--- src/rtl/game_pkg.sv ---
// Shared types and constants for the game master and its win detector.
// Holds the FSM state encoding, result codes and the default board size.
package game_pkg;

  typedef enum logic [2:0] {
    IDLE,
    ISSUE,
    WAIT,
    JUDGE,
    FINISH
  } state_t;

  localparam logic [1:0] RESULT_NONE = 2'd0;
  localparam logic [1:0] RESULT_A    = 2'd1;
  localparam logic [1:0] RESULT_B    = 2'd2;
  localparam logic [1:0] RESULT_DRAW = 2'd3;

  localparam int DEFAULT_N = 3;

endpackage

--- src/rtl/win_detect.sv ---
// Combinational line detector: flags a full row, column or either diagonal
// on an N*N board where cell (r,c) sits at bit r*N+c.
module win_detect
  import game_pkg::*;
#(
  parameter int N = DEFAULT_N
) (
  input  logic [N*N-1:0] board,
  output logic           win
);

  logic row_full;
  logic col_full;
  logic diag_full;
  logic anti_full;

  always_comb begin
    win       = 1'b0;
    row_full  = 1'b1;
    col_full  = 1'b1;
    diag_full = 1'b1;
    anti_full = 1'b1;
    for (int i = 0; i < N; i++) begin
      row_full = 1'b1;
      col_full = 1'b1;
      for (int j = 0; j < N; j++) begin
        row_full = row_full & board[i*N+j];
        col_full = col_full & board[j*N+i];
      end
      win       = win | row_full | col_full;
      diag_full = diag_full & board[i*N+i];
      anti_full = anti_full & board[i*N+(N-1-i)];
    end
    win = win | diag_full | anti_full;
  end

endmodule

--- src/rtl/game_master.sv ---
// Referee for a two-player line game: requests moves from an external
// generator, checks each returned board for legality, and detects win/draw.
module game_master
  import game_pkg::*;
#(
  parameter int N       = DEFAULT_N,
  parameter int TIMEOUT = 255
) (
  input  logic             clk,
  input  logic             reset_n,
  input  logic             start,
  input  logic             first_a,
  output logic             busy,
  output logic             turn_req,
  input  logic             turn_ready,
  output logic             turn_target_a,
  output logic [N*N-1:0]   turn_board_a,
  output logic [N*N-1:0]   turn_board_b,
  input  logic [N*N-1:0]   turn_board_a_in,
  input  logic [N*N-1:0]   turn_board_b_in,
  input  logic             turn_valid,
  input  logic             turn_error,
  output logic [N*N-1:0]   board_a,
  output logic [N*N-1:0]   board_b,
  output logic             done,
  output logic [1:0]       result,
  output logic             fault
);

  localparam int CELLS = N * N;
  localparam int MW    = $clog2(CELLS + 1);
  localparam int TW    = $clog2(TIMEOUT + 1);

  localparam logic [MW-1:0]    MOVES_MAX   = MW'(CELLS);
  localparam logic [TW-1:0]    PHASE_LIMIT = TW'(TIMEOUT - 1);
  localparam logic [CELLS-1:0] ONE_CELL    = CELLS'(1);

  state_t           state_q, state_d;
  logic [CELLS-1:0] board_a_q, board_a_d;
  logic [CELLS-1:0] board_b_q, board_b_d;
  logic [CELLS-1:0] ret_a_q, ret_a_d;
  logic [CELLS-1:0] ret_b_q, ret_b_d;
  logic             mover_a_q, mover_a_d;
  logic [MW-1:0]    moves_q, moves_d;
  logic [TW-1:0]    phase_q, phase_d;
  logic [1:0]       result_q, result_d;
  logic             fault_q, fault_d;

  logic [CELLS-1:0] mover_old, mover_new, opp_old, opp_new;
  logic [CELLS-1:0] gained, lost;
  logic [MW-1:0]    moves_inc;
  logic             one_gain, legal, mover_wins;

  // Legality is judged against the boards captured in WAIT, from the mover's view.
  assign mover_old = mover_a_q ? board_a_q : board_b_q;
  assign opp_old   = mover_a_q ? board_b_q : board_a_q;
  assign mover_new = mover_a_q ? ret_a_q   : ret_b_q;
  assign opp_new   = mover_a_q ? ret_b_q   : ret_a_q;
  assign gained    = mover_new & ~mover_old;
  assign lost      = mover_old & ~mover_new;
  assign one_gain  = (gained != '0) && ((gained & (gained - ONE_CELL)) == '0);
  assign legal     = one_gain && (lost == '0) && (opp_new == opp_old) &&
                     ((ret_a_q & ret_b_q) == '0);
  assign moves_inc = moves_q + MW'(1);

  win_detect #(.N(N)) u_win_detect (
    .board (mover_new),
    .win   (mover_wins)
  );

  always_ff @(posedge clk or negedge reset_n) begin
    if (!reset_n) begin
      state_q   <= IDLE;
      board_a_q <= '0;
      board_b_q <= '0;
      ret_a_q   <= '0;
      ret_b_q   <= '0;
      mover_a_q <= 1'b0;
      moves_q   <= '0;
      phase_q   <= '0;
      result_q  <= RESULT_NONE;
      fault_q   <= 1'b0;
    end else begin
      state_q   <= state_d;
      board_a_q <= board_a_d;
      board_b_q <= board_b_d;
      ret_a_q   <= ret_a_d;
      ret_b_q   <= ret_b_d;
      mover_a_q <= mover_a_d;
      moves_q   <= moves_d;
      phase_q   <= phase_d;
      result_q  <= result_d;
      fault_q   <= fault_d;
    end
  end

  always_comb begin
    state_d   = state_q;
    board_a_d = board_a_q;
    board_b_d = board_b_q;
    ret_a_d   = ret_a_q;
    ret_b_d   = ret_b_q;
    mover_a_d = mover_a_q;
    moves_d   = moves_q;
    phase_d   = phase_q;
    result_d  = result_q;
    fault_d   = fault_q;
    turn_req  = 1'b0;

    case (state_q)
      IDLE: begin
        if (start) begin
          board_a_d = '0;
          board_b_d = '0;
          moves_d   = '0;
          phase_d   = '0;
          result_d  = RESULT_NONE;
          fault_d   = 1'b0;
          mover_a_d = first_a;
          state_d   = ISSUE;
        end
      end
      ISSUE: begin
        if (turn_ready) begin
          turn_req = 1'b1;
          phase_d  = '0;
          state_d  = WAIT;
        end else if (phase_q == PHASE_LIMIT) begin
          fault_d = 1'b1;
          state_d = FINISH;
        end else begin
          phase_d = phase_q + TW'(1);
        end
      end
      WAIT: begin
        if (turn_valid) begin
          if (turn_error) begin
            fault_d = 1'b1;
            state_d = FINISH;
          end else begin
            ret_a_d = turn_board_a_in;
            ret_b_d = turn_board_b_in;
            state_d = JUDGE;
          end
        end else if (phase_q == PHASE_LIMIT) begin
          fault_d = 1'b1;
          state_d = FINISH;
        end else begin
          phase_d = phase_q + TW'(1);
        end
      end
      JUDGE: begin
        if (!legal) begin
          fault_d = 1'b1;
          state_d = FINISH;
        end else begin
          board_a_d = ret_a_q;
          board_b_d = ret_b_q;
          moves_d   = moves_inc;
          if (mover_wins) begin
            result_d = mover_a_q ? RESULT_A : RESULT_B;
            state_d  = FINISH;
          end else if (moves_inc == MOVES_MAX) begin
            result_d = RESULT_DRAW;
            state_d  = FINISH;
          end else begin
            mover_a_d = ~mover_a_q;
            phase_d   = '0;
            state_d   = ISSUE;
          end
        end
      end
      FINISH: begin
        state_d = IDLE;
      end
      default: begin
        state_d = IDLE;
      end
    endcase
  end

  assign busy          = (state_q == ISSUE) || (state_q == WAIT) || (state_q == JUDGE);
  assign done          = (state_q == FINISH);
  assign turn_target_a = mover_a_q;
  assign turn_board_a  = board_a_q;
  assign turn_board_b  = board_b_q;
  assign board_a       = board_a_q;
  assign board_b       = board_b_q;
  assign result        = result_q;
  assign fault         = fault_q;

endmodule

--- config.mk ---
export PLATFORM = sky130hd
export DESIGN_NAME = game_master
export DESIGN_NICKNAME = d
export VERILOG_FILES = /design/src/rtl/game_pkg.sv /design/src/rtl/win_detect.sv /design/src/rtl/game_master.sv
export SDC_FILE = /design/constraint.sdc
export NUM_CORES = 1
export LEC_CHECK = 0
export ABC_AREA = 1
export CAP_MARGIN = 0
export CELL_PAD_IN_SITES_DETAIL_PLACEMENT = 1
export CELL_PAD_IN_SITES_GLOBAL_PLACEMENT = 2
export CORE_ASPECT_RATIO = 0.8
export CORE_MARGIN = 2
export CORE_UTILIZATION = 31
export DETAILED_ROUTE_END_ITERATION = 7
export PLACE_DENSITY_LB_ADDON = 0.1
export SKIP_CTS_REPAIR_TIMING = 1
export SYNTH_ARGS = -nofsm -noshare
export SYNTH_HDL_FRONTEND = slang
export SYNTH_SLANG_ARGS = --single-unit
export TNS_END_PERCENT = 100
--- constraint.sdc ---
create_clock -name clk -period 4.6 [get_ports clk]
set_input_delay 0.92 -clock clk [delete_from_list [all_inputs] [get_ports clk]]
set_output_delay 0.92 -clock clk [all_outputs]
set_load 0.05 [all_outputs]
* Yosys cells after proc, flatten, opt, wreduce, memory -nomap -nowiden
Index checks and enable logic that the tools add are counted.
Operators by class: bitwise operators 31, $add $sub $neg 3, equal/unequal tests 16, reduce and logical (&&, ||, !) cells 19, muxes and demuxes 49
Operators by type and width (count):
- $mux 9 | 7
- $mux 8 | 7
- $and 9x9->9 | 4
- $pmux 9 s2 | 2
- $pmux 8 s4 | 1
- $logic_not 9->1 | 3
- $mux 3 | 8
- $not 9->9 | 2
- $and 1x1->1 | 16
- $ne 2x2->1 const B | 7
- $mux 1 | 12
- $pmux 3 s4 | 1
- $mux 2 | 5
- $reduce_and 5->1 | 2
- $eq 9x9->1 | 1
- $reduce_bool 9->1 | 1
- $sub 9x1->9 const B | 1
- $add 8x1->8 const B | 1
- $eq 8x8->1 const B | 1
- $mux 4 | 2
- $pmux 4 s2 | 1
- $or 1x1->1 | 7
- $eq 3x2->1 const B | 2
- $ne 3x3->1 const B | 2
- 16 further kinds | 22
Word-level totals: flip-flop bits (word level) 55, logic and storage cells 128, bits of input ports 25

* Longest topological paths before layout
depth after elaboration 13, mapped depth 18

* Cells and area by module
Synthesis repeated with hierarchy kept, for this count alone.
Unflattened totals: cell total of the unflattened synthesis 621, area, all modules 4092.7 um^2
By module, submodules not included:
- game_master | cells each 604, instances 1, area each 4025.1 um^2, sequential area each 1376.3 um^2
- win_detect | cells each 17, instances 1, area each 67.6 um^2, sequential area each 0.0 um^2

* Least setup slack after synthesis
OpenSTA, ideal clock, no wires.
path type input to output, start input port turn_ready, end output port turn_req, required time 3.680 ns, arrival time 1.658 ns, stages 2, slack 2.022 ns, cell sequence inv_1 nor2_1
Between the ends: cells in the longest elaborated chain, start to end 2
Ends and longest elaborated chain:
- start, declared | line game_master.sv:15 | input logic turn_ready,
- $mux 1 | line game_master.sv:124 | if (turn_ready) begin
- $mux 1 | line game_master.sv:110 | case (state_q)
- end, declared | line game_master.sv:14 | output logic turn_req,
No other way between the ends.

* Worst setup path after layout
Ends and elaborated chain as after synthesis.

==> results.yml <==
critical_path:
  cp.arrival_ns: 2.50
  cp.required_ns: 3.68
  critPathKind: "input pin to primary output"
  reg2reg_slack_ns: 1.83
  critPathLaunchType: "input pin"
  r2r_start: "turn_target_a"
  r2r-end: "board_b[5]"
  worst_r2r_path_depth: 15
  end_kind: "primary output"
  cp_max_fo: 3
clock_network:
  clockRootBuffer: "clkbuf_16"
  h-tree-depth: 2
  cts_tree: "done"
  cts.sinks: 55
  cts_buffers: 5
  insertion_delay_ns: 0.30
  clock_path_buffers: 2
  clkTransAtPathRegs_ns: 0.07
cells_and_area:
  drive_above_1_share: 0.0808
  final_core_util: 0.378
  instances_no_fill: 831
  final_area_sq_mm: 0.00482
  diodes: 0
  fin_nets: 685
  syn_to_final_growth_pct: 20.0
timing:
  worstMarginPinSlew_ns: 0.749
  fin_crit_ns: 3.42
  holdWs_ns: 0.469
  maxSlewHeadroom: 0.501
  drv_slew: 0
  finalClockSkew_ns: 0.0104
  fmax_ghz: 0.292
  fin_setup_tns_ns: 0
  setup_ws_ns: 1.18
  setup_viol: 0
  min_period_over_period: 0.744
  rsz0062_at_grt: "no"
  hold_viol: 0
yosys:
  synth_nets: 642
  synth_area_sq_mm: 0.00401
  yosys.area.top_type: "dfrtp_1"
  syn_inst: 613
  ys.flop_type: "dfrtp_1"
  yosysSeqAreaShare: 0.343
  post_synth_num_cell_types: 34
  synth_edf_count: 0
  yosysWarnings: 0
  synth_top_cell_area_share: 0.343
  synth_area_leaders: "dfrtp_1, nand2_1, inv_1, o21ai_2, buf_4"
  synth-seq-cells: 55
  async_reset_ff_frac: 1.00
  syn_avg_cell_area_sq_um: 6.55
grt:
  grt_start_max_net_pins: 56
  grt_pass1_vias: 3923
  grtUsageTotal: 0.178
  met2_usage: 0.279
  overflow: 0
  top_usage_layer: "met2"
  grt_pass1_wl_mm: 19.9
  grt_antenna_before_repair: 0
  grtUsageMet1: 0.263
  grt_use_met3: 0.0284
placed_design:
  place_area_sq_mm: 0.00468
  port-buffer-count: 67
  place_ws_ns: 1.19
  gp_congestion: 0.817
  numPlacedInstances: 824
  dp_hpwl_mm: 8.95
min_path:
  whs_path_depth: 2
  holdCritPathClass: "flip-flop to flip-flop"
  hp-start: "result[1]"
  worstHoldEndpoint: "result[1]"
routing:
  wirelength_mm: 11.9
  drt-initial-drc-count: 156
  ant_nets: 0
  drc: 0
  drtPass1Iterations: 4
  vias: 3771
  routedWlPerCell_um: 14.3
  post_drt_via_cell_ratio: 4.54
pwr:
  report.power.total_mw: 3.45
  peakVddDrop_uv: 298
  p_leak_nw: 2.33
  p_per_area_mw_per_mm2: 717
floorplan:
  dieArea_sq_mm: 0.0139
  start_util: 0.315
  rows: 37
  coreArea_sq_mm: 0.0127
  die_y_um: 106
  io_pins: 68
  dieWidth_um: 131
run_status:
  status: "finished clean"
run:
  drv_cap: 0
final cells by class:
| type | instances | area, sq um |
|---|---|---|
| Multi-Input combinational cell | 452 | 2120 |
| Sequential cell | 55 | 1380 |
| Clock inverter | 2 | 13.8 |
| Timing Repair Buffer | 72 | 703 |
| Clock buffer | 5 | 125 |
| Fill cell | 1640 | 7920 |
| Inverter | 70 | 263 |
| Tap cell | 175 | 219 |
layout by cell type (no fill, tap or decap), drive strengths merged:
master / netlist / routed
nor2: 45 / 45
inv: 70 / 70
a21oi: 5 / 5
clkdlybuf4s50: 0 / 66
a211oi: 2 / 2
nor3: 6 / 6
o22ai: 1 / 1
and3: 1 / 1
nand3: 21 / 21
nand2: 288 / 288
o21ai: 47 / 47
o2111ai: 1 / 1
xnor2: 6 / 6
nand4: 5 / 5
o21bai: 3 / 3
a22oi: 1 / 1
clkinv: 0 / 2
buf: 32 / 6
ha: 4 / 4
clkbuf: 4 / 5
dfrtp: 55 / 55
nand3b: 6 / 6
or2: 2 / 2
xor2: 7 / 7
o31ai: 1 / 1
where the power goes:
group          internal, mW  switching, mW  leakage [nW]  total (mW)
Clock                 0.200          0.185        0.0696       0.385
Sequential            0.639          0.234         0.725       0.873
Combinational         0.661           1.54          1.54        2.20
critical path, stage by stage:
cell and delay [ns]:
clkdlybuf4s50_1 0.50, inv_1 0.05, nor2_1 0.19, clkdlybuf4s50_1 0.84
worst max path at each step:
stage | cells after the start | to | startpoint
4_1_cts | 4 | turn_req | turn_ready
5_1_grt | 4 | turn_req | turn_ready
3_3_place_gp | 4 | turn_req | turn_ready
2_1_floorplan | 2 | turn_req | turn_ready
3_5_place_dp | 4 | turn_req | turn_ready
6_report | 4 | turn_req | turn_ready
synth_stat cells, types with 5 or more instances:
cell type    n
nand4_1      5
buf_4       21
nand3_1     20
a21oi_1      5
nor2_1      40
nand2_1    284
dfrtp_1     55
buf_2        5
xnor2_1      6
buf_6        6
nand3b_1     6
o21ai_0     22
inv_1       66
o21ai_2     21
nor2_2       5
xor2_1       7
registers in the layout (all words and copies together), names as in the netlist:
register,cells
moves_q,4
ret_a_q,9
turn_target_a,1
result,2
state_q,3
fault,1
board_a,9
board_b,9
phase_q,8
ret_b_q,9
per-layer routing:
layer,share of wire,wire (um)
met1,0.54,6380
met2,0.42,5010
met3,0.038,447
met4,0.0062,74
met5,0,0
logic make-up (layout without fill, tap and decap cells):
| group | Yosys count | after routing | synth area share |
|---|---|---|---|
| xor gates and xnor gates | 13 | 13 | 0.0284 |
| adders and majority gates | 4 | 4 | 0.0125 |
| and+or+nand+nor | 374 | 374 | 0.383 |
| buffers and inverters | 106 | 149 | 0.132 |
| AOI/OAI and AO/OA | 61 | 61 | 0.101 |
| DFF | 55 | 55 | 0.343 |
Power figures use the tool's default switching activity.
